===== src/rtl/cpu_pkg.sv =====
// -----------------------------------------------------------------------------
// cpu_pkg
// Shared definitions for the 16-bit pipelined CPU.
// Contents:
//   - Instruction and opcode widths.
//   - Default reset PC, sequential PC step and bubble encoding.
//   - Opcode constants.
//   - Fetch-stage state encoding.
//   - A helper that extracts the opcode field from an instruction word.
// The bubble encoding uses opcode 0011, which decodes to all-zero controls.
// Opcode 0000 decodes as halt, so it must never be used as a bubble.
// -----------------------------------------------------------------------------
package cpu_pkg;

   localparam int OPCODE_W = 4;
   localparam int INSTR_W  = 16;
   localparam int PC_W     = 16;

   localparam logic [INSTR_W-1:0] NOP_INSTR_DEFAULT = 16'h3000;
   localparam logic [PC_W-1:0]    RESET_PC_DEFAULT  = 16'h0000;
   localparam logic [PC_W-1:0]    PC_INC_DEFAULT    = 16'd2;

   localparam logic [OPCODE_W-1:0] OP_HALT = 4'b0000;
   localparam logic [OPCODE_W-1:0] OP_ALU  = 4'b0001;
   localparam logic [OPCODE_W-1:0] OP_ADDI = 4'b0010;
   localparam logic [OPCODE_W-1:0] OP_NOP  = 4'b0011;
   localparam logic [OPCODE_W-1:0] OP_LW   = 4'b0100;
   localparam logic [OPCODE_W-1:0] OP_SW   = 4'b0101;
   localparam logic [OPCODE_W-1:0] OP_BEQ  = 4'b0110;
   localparam logic [OPCODE_W-1:0] OP_JMP  = 4'b0111;

   typedef enum logic {
      FS_RUN    = 1'b0,
      FS_HALTED = 1'b1
   } fetch_state_t;

   // The opcode always occupies the top nibble of the instruction word.
   function automatic logic [OPCODE_W-1:0] opcode_of(input logic [INSTR_W-1:0] instr);
      return instr[INSTR_W-1 -: OPCODE_W];
   endfunction

endpackage


===== src/rtl/if_id_reg.sv =====
// -----------------------------------------------------------------------------
// if_id_reg
// The IF/ID pipeline register. It holds the fetched instruction, the
// PC+increment of that instruction and a valid flag.
// Ports:
//   clk        in   rising-edge clock
//   reset      in   synchronous, active-high; loads a bubble
//   load       in   capture next_instr / next_pc and mark the entry valid
//   bubble     in   load the bubble (NOP_INSTR, pc 0, valid 0); overrides load
//   next_instr in   instruction word to capture
//   next_pc    in   PC+increment to capture
//   instr      out  held instruction
//   pc         out  held PC+increment
//   valid      out  0 while a bubble is held
// When neither load nor bubble is asserted, the register holds its contents.
// -----------------------------------------------------------------------------
module if_id_reg
   import cpu_pkg::*;
#(
   parameter logic [INSTR_W-1:0] NOP_INSTR = NOP_INSTR_DEFAULT
) (
   input  logic               clk,
   input  logic               reset,
   input  logic               load,
   input  logic               bubble,
   input  logic [INSTR_W-1:0] next_instr,
   input  logic [PC_W-1:0]    next_pc,
   output logic [INSTR_W-1:0] instr,
   output logic [PC_W-1:0]    pc,
   output logic               valid
);

   // Reset and bubble both put the register into the same empty state.
   // A bubble wins over load so that a squash can never leak the
   // instruction being fetched into decode.
   always_ff @(posedge clk) begin
      if (reset || bubble) begin
         instr <= NOP_INSTR;
         pc    <= '0;
         valid <= 1'b0;
      end else if (load) begin
         instr <= next_instr;
         pc    <= next_pc;
         valid <= 1'b1;
      end
   end

endmodule


===== src/rtl/fetch_stage.sv =====
// -----------------------------------------------------------------------------
// fetch_stage
// Instruction-fetch stage of the 16-bit pipelined CPU. It owns the PC,
// drives the instruction memory and loads the IF/ID register. It also holds
// a RUN/HALTED state machine: a halt instruction in ID freezes fetch until
// reset.
// Ports:
//   clk           in   rising-edge clock
//   reset         in   synchronous, active-high
//   stall         in   hold PC and IF/ID (load-use hazard)
//   halt          in   halt instruction is in ID
//   if_flush      in   squash the instruction being fetched
//   pc_op         in   redirect the PC this cycle
//   b_jmp         in   redirect source: 1 = branch_target, 0 = jump_target
//   branch_target in   resolved branch address
//   jump_target   in   jump address
//   imem_addr     out  instruction memory address (equals pc)
//   imem_rdata    in   instruction word at imem_addr, same cycle
//   if_id_instr   out  IF/ID instruction
//   if_id_pc      out  IF/ID PC+PC_INC
//   if_id_valid   out  0 while IF/ID holds a bubble
//   id_opcode     out  opcode field of if_id_instr
//   halted        out  1 while in HALTED
// Optional build macro FETCH_PERF_CNT_EN adds these outputs:
//   fetch_count   out  number of normal IF/ID loads (16-bit, wraps)
//   bubble_count  out  number of bubbles inserted by halt, pc_op or if_flush
// -----------------------------------------------------------------------------
module fetch_stage
   import cpu_pkg::*;
#(
   parameter logic [PC_W-1:0]    RESET_PC  = RESET_PC_DEFAULT,
   parameter logic [PC_W-1:0]    PC_INC    = PC_INC_DEFAULT,
   parameter logic [INSTR_W-1:0] NOP_INSTR = NOP_INSTR_DEFAULT
) (
   input  logic                clk,
   input  logic                reset,
   input  logic                stall,
   input  logic                halt,
   input  logic                if_flush,
   input  logic                pc_op,
   input  logic                b_jmp,
   input  logic [PC_W-1:0]     branch_target,
   input  logic [PC_W-1:0]     jump_target,
   output logic [PC_W-1:0]     imem_addr,
   input  logic [INSTR_W-1:0]  imem_rdata,
   output logic [INSTR_W-1:0]  if_id_instr,
   output logic [PC_W-1:0]     if_id_pc,
   output logic                if_id_valid,
   output logic [OPCODE_W-1:0] id_opcode,
   output logic                halted
`ifdef FETCH_PERF_CNT_EN
   ,
   output logic [15:0]         fetch_count,
   output logic [15:0]         bubble_count
`endif
);

   fetch_state_t    state;
   fetch_state_t    state_next;
   logic [PC_W-1:0] pc;
   logic [PC_W-1:0] pc_next;
   logic [PC_W-1:0] pc_plus;
   logic            load_if_id;
   logic            bubble_if_id;

   // The sequential PC wraps modulo 2^16 with no overflow indication.
   assign pc_plus   = pc + PC_INC;
   assign imem_addr = pc;

   // State and PC register. Reset has absolute priority over every other
   // input, including while halted.
   always_ff @(posedge clk) begin
      if (reset) begin
         state <= FS_RUN;
         pc    <= RESET_PC;
      end else begin
         state <= state_next;
         pc    <= pc_next;
      end
   end

   // Next-state, next-PC and IF/ID control.
   // The order of the RUN branches sets the per-cycle priority:
   // halt, redirect, flush, stall, then normal fetch. A redirect deliberately
   // beats stall, because the instruction that stall would protect is
   // being squashed anyway.
   // HALTED ignores every input and keeps loading bubbles. This keeps
   // the halt opcode from reaching decode again.
   always_comb begin
      state_next   = state;
      pc_next      = pc;
      load_if_id   = 1'b0;
      bubble_if_id = 1'b0;
      unique case (state)
         FS_RUN: begin
            if (halt) begin
               state_next   = FS_HALTED;
               bubble_if_id = 1'b1;
            end else if (pc_op) begin
               pc_next      = b_jmp ? branch_target : jump_target;
               bubble_if_id = 1'b1;
            end else if (if_flush) begin
               pc_next      = pc_plus;
               bubble_if_id = 1'b1;
            end else if (!stall) begin
               pc_next      = pc_plus;
               load_if_id   = 1'b1;
            end
         end
         FS_HALTED: begin
            bubble_if_id = 1'b1;
         end
      endcase
   end

   if_id_reg #(
      .NOP_INSTR (NOP_INSTR)
   ) u_if_id_reg (
      .clk        (clk),
      .reset      (reset),
      .load       (load_if_id),
      .bubble     (bubble_if_id),
      .next_instr (imem_rdata),
      .next_pc    (pc_plus),
      .instr      (if_id_instr),
      .pc         (if_id_pc),
      .valid      (if_id_valid)
   );

   assign id_opcode = opcode_of(if_id_instr);
   assign halted    = (state == FS_HALTED);

`ifdef FETCH_PERF_CNT_EN
   // Performance counters. Bubbles that HALTED keeps reloading are not
   // counted, so both counters freeze once the core has halted.
   always_ff @(posedge clk) begin
      if (reset) begin
         fetch_count  <= '0;
         bubble_count <= '0;
      end else begin
         if (load_if_id) begin
            fetch_count <= fetch_count + 16'd1;
         end
         if (bubble_if_id && (state == FS_RUN)) begin
            bubble_count <= bubble_count + 16'd1;
         end
      end
   end
`endif

endmodule

===== config.mk =====
export PLATFORM = sky130hd
export DESIGN_NAME = fetch_stage
export DESIGN_NICKNAME = d
export VERILOG_FILES = /design/src/rtl/cpu_pkg.sv /design/src/rtl/if_id_reg.sv /design/src/rtl/fetch_stage.sv
export SDC_FILE = /design/constraint.sdc
export NUM_CORES = 1
export LEC_CHECK = 0
export BUFFER_PORTS_ARGS = -buffer_cell sky130_fd_sc_hd__buf_2
export CORE_ASPECT_RATIO = 0.75
export CORE_UTILIZATION = 40
export CTS_CLUSTER_SIZE = 24
export DETAILED_ROUTE_END_ITERATION = 8
export GPL_TIMING_DRIVEN = 0
export PLACE_DENSITY = 0.73
export SYNTH_ARGS = -nofsm -noshare
export SYNTH_HDL_FRONTEND = slang
export SYNTH_SLANG_ARGS = --single-unit
export TNS_END_PERCENT = 50

===== constraint.sdc =====
create_clock -name clk -period 2 [get_ports clk]
set_input_delay 0.2 -clock clk [delete_from_list [all_inputs] [get_ports clk]]
set_output_delay 0.2 -clock clk [all_outputs]
set_load 0.005 [all_outputs]

== Word-level counts from Yosys, hierarchy flattened ==
Index checks and enable logic that the tools add are counted.
Widths: inputs -> output; s select.

* Logic and storage cells: 26
* Output and inout port bits: 54
* Bits of input ports: 55
* Bits in registers: 50

* Add/sub/neg operators: 1
* Reductions and logical operators: 2
* Bitwise logic cells: 2
* Multiplexer cells: 15
* Equality and inequality tests: 1

{| class="wikitable"
|+ Operators with widths
! kind !! count
|-
| $mux 16 || 4
|-
| $add 16x2->16 const B || 1
|-
| $mux 1 || 10
|-
| $ne 3x1->1 const B || 1
|-
| $reduce_and 3->1 || 1
|-
| $not 1->1 || 2
|-
| $pmux 1 s2 || 1
|-
| $logic_or 1x1->1 || 1
|}

== Logic depth before layout (Yosys ltp) ==
Gate-level depths: netlist (run 1).

* Depth in word-level cells: 5
* Mapped depth: 6
* Mapped depth without buffers: 5

== Cells and area by module ==
A second synthesis (run 1) with hierarchy kept.

* Cell total of the unflattened synthesis: 283
* Area, all modules: 2617.5 sq um

{| class="wikitable"
|+ By module, submodules not included
! module !! area each (sq um) !! seq. area each (sq um) !! instances !! cells each
|-
| fetch_stage || 1417.6 || 340.3 || 1 || 175
|-
| if_id_reg || 1199.9 || 660.6 || 1 || 108
|}

== Worst setup path before layout (run 1) ==
Ideal clock, no wire load.

* Kind: reg-to-reg
* Start: register pc[1], in the netlist imem_addr[1]
* End: register pc[11], in the netlist imem_addr[11]
* Clock period less this slack: 1.734 ns
* Path slack: 0.266 ns
* Library setup time: 0.136 ns
* Path buffers: 1
* Required time: 1.864 ns
* Cell stages (with the launch flop): 7
* Arrival: 1.598 ns
* Cells stage by stage: dfxtp_1 ha_1 and3_1 clkbuf_1 nand4_1 a222oi_1 o32ai_1

* Cells in the longest elaborated chain, start to end: 4

{| class="wikitable"
|+ RTL lines
! item !! RTL line !! RTL
|-
| from (decl) || fetch_stage.sv:60 || <nowiki>logic [PC_W-1:0] pc;</nowiki>
|-
| from (signal assigned) || fetch_stage.sv:78 || <nowiki>pc <= pc_next;</nowiki>
|-
| $add 16x2->16 (*) || fetch_stage.sv:67 || <nowiki>assign pc_plus = pc + PC_INC;</nowiki>
|-
| $mux 16 || fetch_stage.sv:105 || <nowiki>end else if (!stall) begin</nowiki>
|-
| $mux 16 (*) || fetch_stage.sv:102 || <nowiki>end else if (if_flush) begin</nowiki>
|-
| $mux 16 (*) || fetch_stage.sv:99 || <nowiki>end else if (pc_op) begin</nowiki>
|}

Mark *: on every way between the ends. The rest lies on a longest branch, timed or not. The select of a mux whose other input is x is not followed.
A chain may end at the register's enable or synchronous reset.

== Worst setup path in the final report (run 1) ==
* Start: register pc[2], in the netlist imem_addr[2]
* End: register pc[13], in the netlist imem_addr[13]

The elaborated chain is that of the path after synthesis.

==> out/metrics.cfg, run 1 <==
[worst_hold_path]
hp-start = imem_rdata[11]
min_path_cells = 3
hold_class = input port to flip-flop
hold_end = u_if_id_reg.instr[11]

[clock_tree]
cts_inserted_buffers = 5
holdBufCountCts = 0
clkTransAtPathRegs_ns = 0.11
h-tree-depth = 2
clkLatencyLatePin_ns = 0.32
clkSinkCount = 50
cts_tree = yes
clock_path_buffers = 2
ctsRootBufferMaster = clkbuf_8

[synthesis]
syn_area_um2 = 2580
ys.warnings.count = 0
synth_nets = 347
avgSynthCellArea_um2 = 8.87
ys_ff_latch = 50
synth_ff_type = dfxtp_1
async_reset_ff_share_pct = 0
synth_edf_count = 0
synthCells = 291
synthDistinctLibCells = 48
ys_seq_area_share_pct = 38.8

[route]
routed_wl_mm = 7.10
vias = 2560
firstDrtPassIters = 4
antenna_left = 0
post_drt_wl_per_cell_um = 14.7
drc = 0
viasPerCell = 5.30
drtIter0Drc = 111

[timing]
setup_viol = 0
grt_setup_unrepaired = no
worst_pin_slew_ns = 0.900
finalHoldViolations = 0
max_freq_mhz = 558
fin_crit_sh_pct = 89.7
layout_setup_ws_ns = 0.207
finalCriticalPeriod_ns = 1.79
report.final.slew_viol_count = 0
fin_skew_ns = 0.0137
slew_headroom_pct = 39.9
fin_setup_tns_ns = 0

[placement]
post-dp-hpwl_mm = 5.33
place_ws_ns = -0.0599
place.gp.congestion = 0.858
place_area_um2 = 3210
port_buffers = 107

[setup_path]
crit_chain = ha_2 -> and3_2 -> nand4_1 -> a222oi_1 -> o32ai_1
slowest_delay_ns = 0.46
cp_max_fo = 7
r2r_cells = 5
crit_required_ns = 2.18
r2r_end = imem_addr[13]
critPathBufInv = 0
path_class = flip-flop to flip-flop
startpoint_type = flip-flop
crit_family = simple AND/OR/NAND/NOR gates
slowest_stage = dfxtp_1
cp.arrival_ns = 1.97
end_kind = flip-flop
r2r_setup_slack_ns = 0.21
timing.rr.start = imem_addr[2]

[grt]
grt_pass1_vias = 2384
met3_usage_pct = 5.10
grt_pass1_wl_mm = 11.5
grt_overflow = 0
gr-usage-met1_pct = 31.3
grt_util_met2_pct = 32.9
grt_max_degree = 18
antenna_found_initial = 0
grtUsageTotal_pct = 21.9
grt.busiest_layer = met2

[floorplan]
die_height_um = 71.6
die_w_um = 94.8
start_util_pct = 43.0
die_area_um2 = 6780
ios = 109
core_area_um2 = 6010
rows = 24

[layout]
design_area_um2 = 3310
syn_to_final_growth_pct = 28.2
drive_gt1_share_pct = 36.8
layout.nets = 460
antennaDiodeCount = 0

[status]
status = completed

[pwr]
p_total_mw = 1.99
p_leak_nw = 1.48
powerDensity_nw_per_um2 = 601
peakVddDrop_mv = 0.269

[run]
drv_cap = 0

-- synth_stat cells (2+ instances only) --
master / count / area, um^2
and3_1: 4 / 25.0
or4_1: 2 / 15.0
o21ai_0: 12 / 60.1
buf_4: 5 / 37.5
nand2_1: 12 / 45.0
a21o_1: 2 / 15.0
nor2_1: 29 / 109
a31oi_1: 3 / 18.8
or3_1: 4 / 25.0
mux2i_1: 26 / 260
clkbuf_1: 9 / 33.8
nor2b_1: 9 / 56.3
a221oi_1: 7 / 61.3
nor4_1: 2 / 12.5
xnor2_1: 5 / 43.8
o21a_1: 3 / 22.5
nor3_1: 4 / 20.0
nand3_1: 7 / 35.0
and4_1: 4 / 35.0
nor3b_1: 4 / 30.0
a222oi_1: 3 / 30.0
dfxtp_1: 50 / 1000
inv_1: 10 / 37.5
a21oi_1: 18 / 90.1
xor2_1: 6 / 52.6
nand2b_1: 2 / 12.5
o32ai_1: 4 / 35.0
buf_2: 12 / 60.1
mux2_2: 8 / 90.1
o211ai_1: 2 / 15.0
a211o_1: 2 / 17.5
nand4_1: 5 / 31.3
-- cells by family (layout without fill, tap and decap cells) --
family          after synthesis  in the layout  share of synthesized area, %
buf+inv                      39            153                          7.32
xor+xnor                     11             11                          3.73
fa+ha+maj                     1              1                         0.485
mux                          34             34                          13.6
flops                        50             50                          38.8
compound gates               62             62                          16.0
simple gates                 94             94                          20.1
-- metal layers --
layer / share of wire (%) / vias up
met5: 0 / -
met4: 1.1 / 0
met3: 7.8 / 10
met2: 42 / 99
met1: 49 / 1182
li1: - / 1269
-- flip-flops by register name (all words and copies together) (netlist names) --
name               cells
halted                 1
imem_addr             16
u_if_id_reg.instr     16
u_if_id_reg.pc        16
u_if_id_reg.valid      1
-- placed cells by master, fill, tap and decap left out, types with 3 or more instances in the layout --
cell and n:
and4_1 4, a222oi_1 3, nand3_1 7, clkbuf_8 5
inv_1 10, or3_1 4, o21ai_0 12, a221oi_1 7
mux2i_1 26, a31oi_1 3, nand4_1 5, o21a_1 3
o32ai_1 4, xnor2_1 5, mux2_2 8, buf_2 119
clkbuf_1 8, buf_4 5, nor2b_1 9, nor3b_1 4
a21oi_1 18, xor2_1 6, dfxtp_1 49, nor3_1 4
nand2_1 12, nor2_1 29, and3_1 3
-- worst reg2reg max path, stage by stage (launching register included) --
cell,delay [ns]
dfxtp_1,0.46
ha_2,0.29
and3_2,0.29
nand4_1,0.20
a222oi_1,0.30
o32ai_1,0.13
-- area by class of cell --
type,count,area (um^2)
well taps,78,97.6
clock inverters,3,23.8
inverters,10,37.5
fillers,579,2700
clock buffers,5,68.8
plain buffers,28,148
flip-flops and latches,50,1000
multi-input cells,202,1400
repair buffers,107,536
-- what timing repair did --
action	in CTS	in global routing
setup buffers	0	0
endpoints found under the setup margin	4	5
resized for setup	1	2
-- report_power, final --
group          internal [mW]  switching [mW]  leakage, nW
Sequential              1.02          0.0343        0.406
Combinational          0.152           0.158         1.03
Clock                  0.251           0.372       0.0408
-- through the flow --
stage | utilization, % | std cells | hold slack [ns]
finish | 55.1 | 483 | 0.106
global route | 55.1 | 483 | 0.105
CTS | 55.1 | 484 | 0.105
detailed placement | 53.5 | 476 | 0.435
global placement | 53.5 | 476 | 0.432
floorplan | - | 291 | 0.344
-- how the worst max path moves through the flow --
stage / startpoint / to / slack [ns] / depth (start not counted)
after CTS: imem_addr[2] / imem_addr[11] / 0.006 / 6
after global placement: imem_addr[1] / imem_addr[13] / -0.04 / 6
after floorplan: imem_addr[1] / imem_addr[11] / 0.27 / 6
after global routing: imem_addr[2] / imem_addr[13] / 0.03 / 5
after detailed placement: imem_addr[1] / imem_addr[11] / -0.06 / 6
final: imem_addr[2] / imem_addr[13] / 0.21 / 5
Note: power is estimated with default switching activity, not from simulation.
==> run 2, diff against run 1 <==
--- a/constraint.sdc
+++ b/constraint.sdc
@@ -3,2 +3,2 @@
 set_output_delay 0.2 -clock clk [all_outputs]
-set_load 0.005 [all_outputs]
+set_load 0.1 [all_outputs]
==> out/metrics.cfg, run 2 (synthesized netlist as in run 1, its figures left out) <==
[clock_tree]
h-tree-depth = 2  ; unchanged
cts_inserted_buffers = 5  ; unchanged
ctsRootBufferMaster = clkbuf_8
clock_path_buffers = 2  ; unchanged
clkTransAtPathRegs_ns = 0.11  ; about the same
holdBufCountCts = 0  ; unchanged
post_cts_resized = 0  ; -1
clkLatencyLatePin_ns = 0.31  ; about the same
cts_tree = yes
clkSinkCount = 50  ; unchanged
post-cts-setup-buffer-count = 0  ; unchanged

[timing]
finalHoldViolations = 0  ; unchanged
layout_setup_ws_ns = 0.185  ; -0.0216 ns
finalCriticalPeriod_ns = 1.81  ; +0.0216 ns
grt_setup_unrepaired = no
fin_setup_tns_ns = 0  ; unchanged
fin_crit_sh_pct = 90.7  ; +1.1 points
holdWs_ns = 0.116  ; +0.00994 ns
setup_viol = 0  ; unchanged
report.final.slew_viol_count = 0  ; unchanged
max_freq_mhz = 551  ; -1.2%
fin_skew_ns = 0.0138  ; +0.000133 ns
slew_headroom_pct = 35.3  ; -4.6 points
worst_pin_slew_ns = 0.968  ; +0.0685 ns

[route]
drtIter0Drc = 212  ; +91%
drc = 0  ; unchanged
viasPerCell = 5.37  ; +1.3%
routed_wl_mm = 7.23  ; +1.9%
post_drt_wl_per_cell_um = 15.0  ; +1.9%
antenna_left = 0  ; unchanged
firstDrtPassIters = 5  ; +1
vias = 2592  ; +1.3%

[grt]
grt_pass1_vias = 2333  ; -2.1%
grt_overflow = 0  ; unchanged
grt_pass1_wl_mm = 11.5  ; -0.30%
grt_max_degree = 17  ; -1
grtUsageTotal_pct = 21.7  ; -0.17 points
antenna_found_initial = 0  ; unchanged

[floorplan]
ios = 109  ; unchanged
die_w_um = 94.8  ; unchanged
core_area_um2 = 6010  ; unchanged
die_height_um = 71.6  ; unchanged
die_area_um2 = 6780  ; unchanged
rows = 24  ; unchanged
start_util_pct = 43.0  ; unchanged

[placement]
place.gp.congestion = 0.890  ; +3.6%
place_area_um2 = 3240  ; +0.70%
dp_cells = 476  ; unchanged
post-dp-hpwl_mm = 5.42  ; +1.8%
port_buffers = 107  ; unchanged
place_ws_ns = 0.120  ; +0.180 ns

[setup_path]
crit_required_ns = 2.18  ; about the same
end_kind = flip-flop
cp.arrival_ns = 2.00  ; +0.03 ns
path_class = flip-flop to flip-flop
startpoint_type = flip-flop
cp_max_fo = 9  ; +2

[layout]
antennaDiodeCount = 0  ; unchanged
finalNonFillerCells = 483  ; unchanged
final_cell_mix = buf_2, dfxtp_1, nor2_1, mux2i_1, a21oi_1
drive_gt1_share_pct = 39.0  ; +2.2 points
multiInputGateArea_um2 = 1390  ; -0.27%
final_util_pct = 55.9  ; +0.77 points
layout_commonest_cell = buf_2
design_area_um2 = 3350  ; +1.4%
seq_area_um2 = 1020  ; +2.1%
layout.nets = 460  ; unchanged
nFillCells = 601  ; +3.8%
syn_to_final_growth_pct = 30.0

[pwr]
powerDensity_nw_per_um2 = 699  ; +16%
p_total_mw = 2.35  ; +18%
peakVddDrop_mv = 0.328  ; +22%
p_leak_nw = 1.51  ; +2.0%

[status]
status = completed

[worst_hold_path]
hold_class = input port to flip-flop

[run]
drv_cap = 0  ; unchanged

-- run 2: final cells by class --
class / count / share of cell area, %
multi-input combinational: 202 / 41.5
inverter: 10 / 1.12
tap: 78 / 2.91
timing repair buffer: 107 / 16.0
clock buffer: 6 / 2.46
sequential: 50 / 30.5
buffer: 28 / 4.40
clock inverter: 2 / 1.16
-- run 2: final timing paths --
| check | from | end | slack (ns) | depth (start not counted) |
|---|---|---|---|---|
| worst max-delay path | imem_addr[1] | imem_addr[11] | 0.19 | 5 |
| worst max register to register | imem_addr[1] | imem_addr[11] | 0.19 | 5 |
| worst min-delay path | imem_rdata[11] | u_if_id_reg.instr[11] | 0.12 | 3 |
| worst min register to register | u_if_id_reg.valid | u_if_id_reg.valid | 0.45 | 2 |
-- run 2: power by group --
part	internal [mW]	switching, mW
clock	0.412	0.365
sequential	1.02	0.0328
combinational	0.152	0.360
-- run 2: critical path, stage by stage, from the launching register on --
cell	delay [ns]
dfxtp_4	0.42
ha_1	0.27
and3_1	0.34
nand4_1	0.21
a222oi_1	0.31
o32ai_1	0.14
-- run 2: layer usage --
layer	track usage [%]	vias up	wire [um]
li1	-	1270	-
met1	30.9	1207	3470
met2	34.1	108	3160
met3	4.46	7	552
met4	4.38	0	40
met5	0	-	0
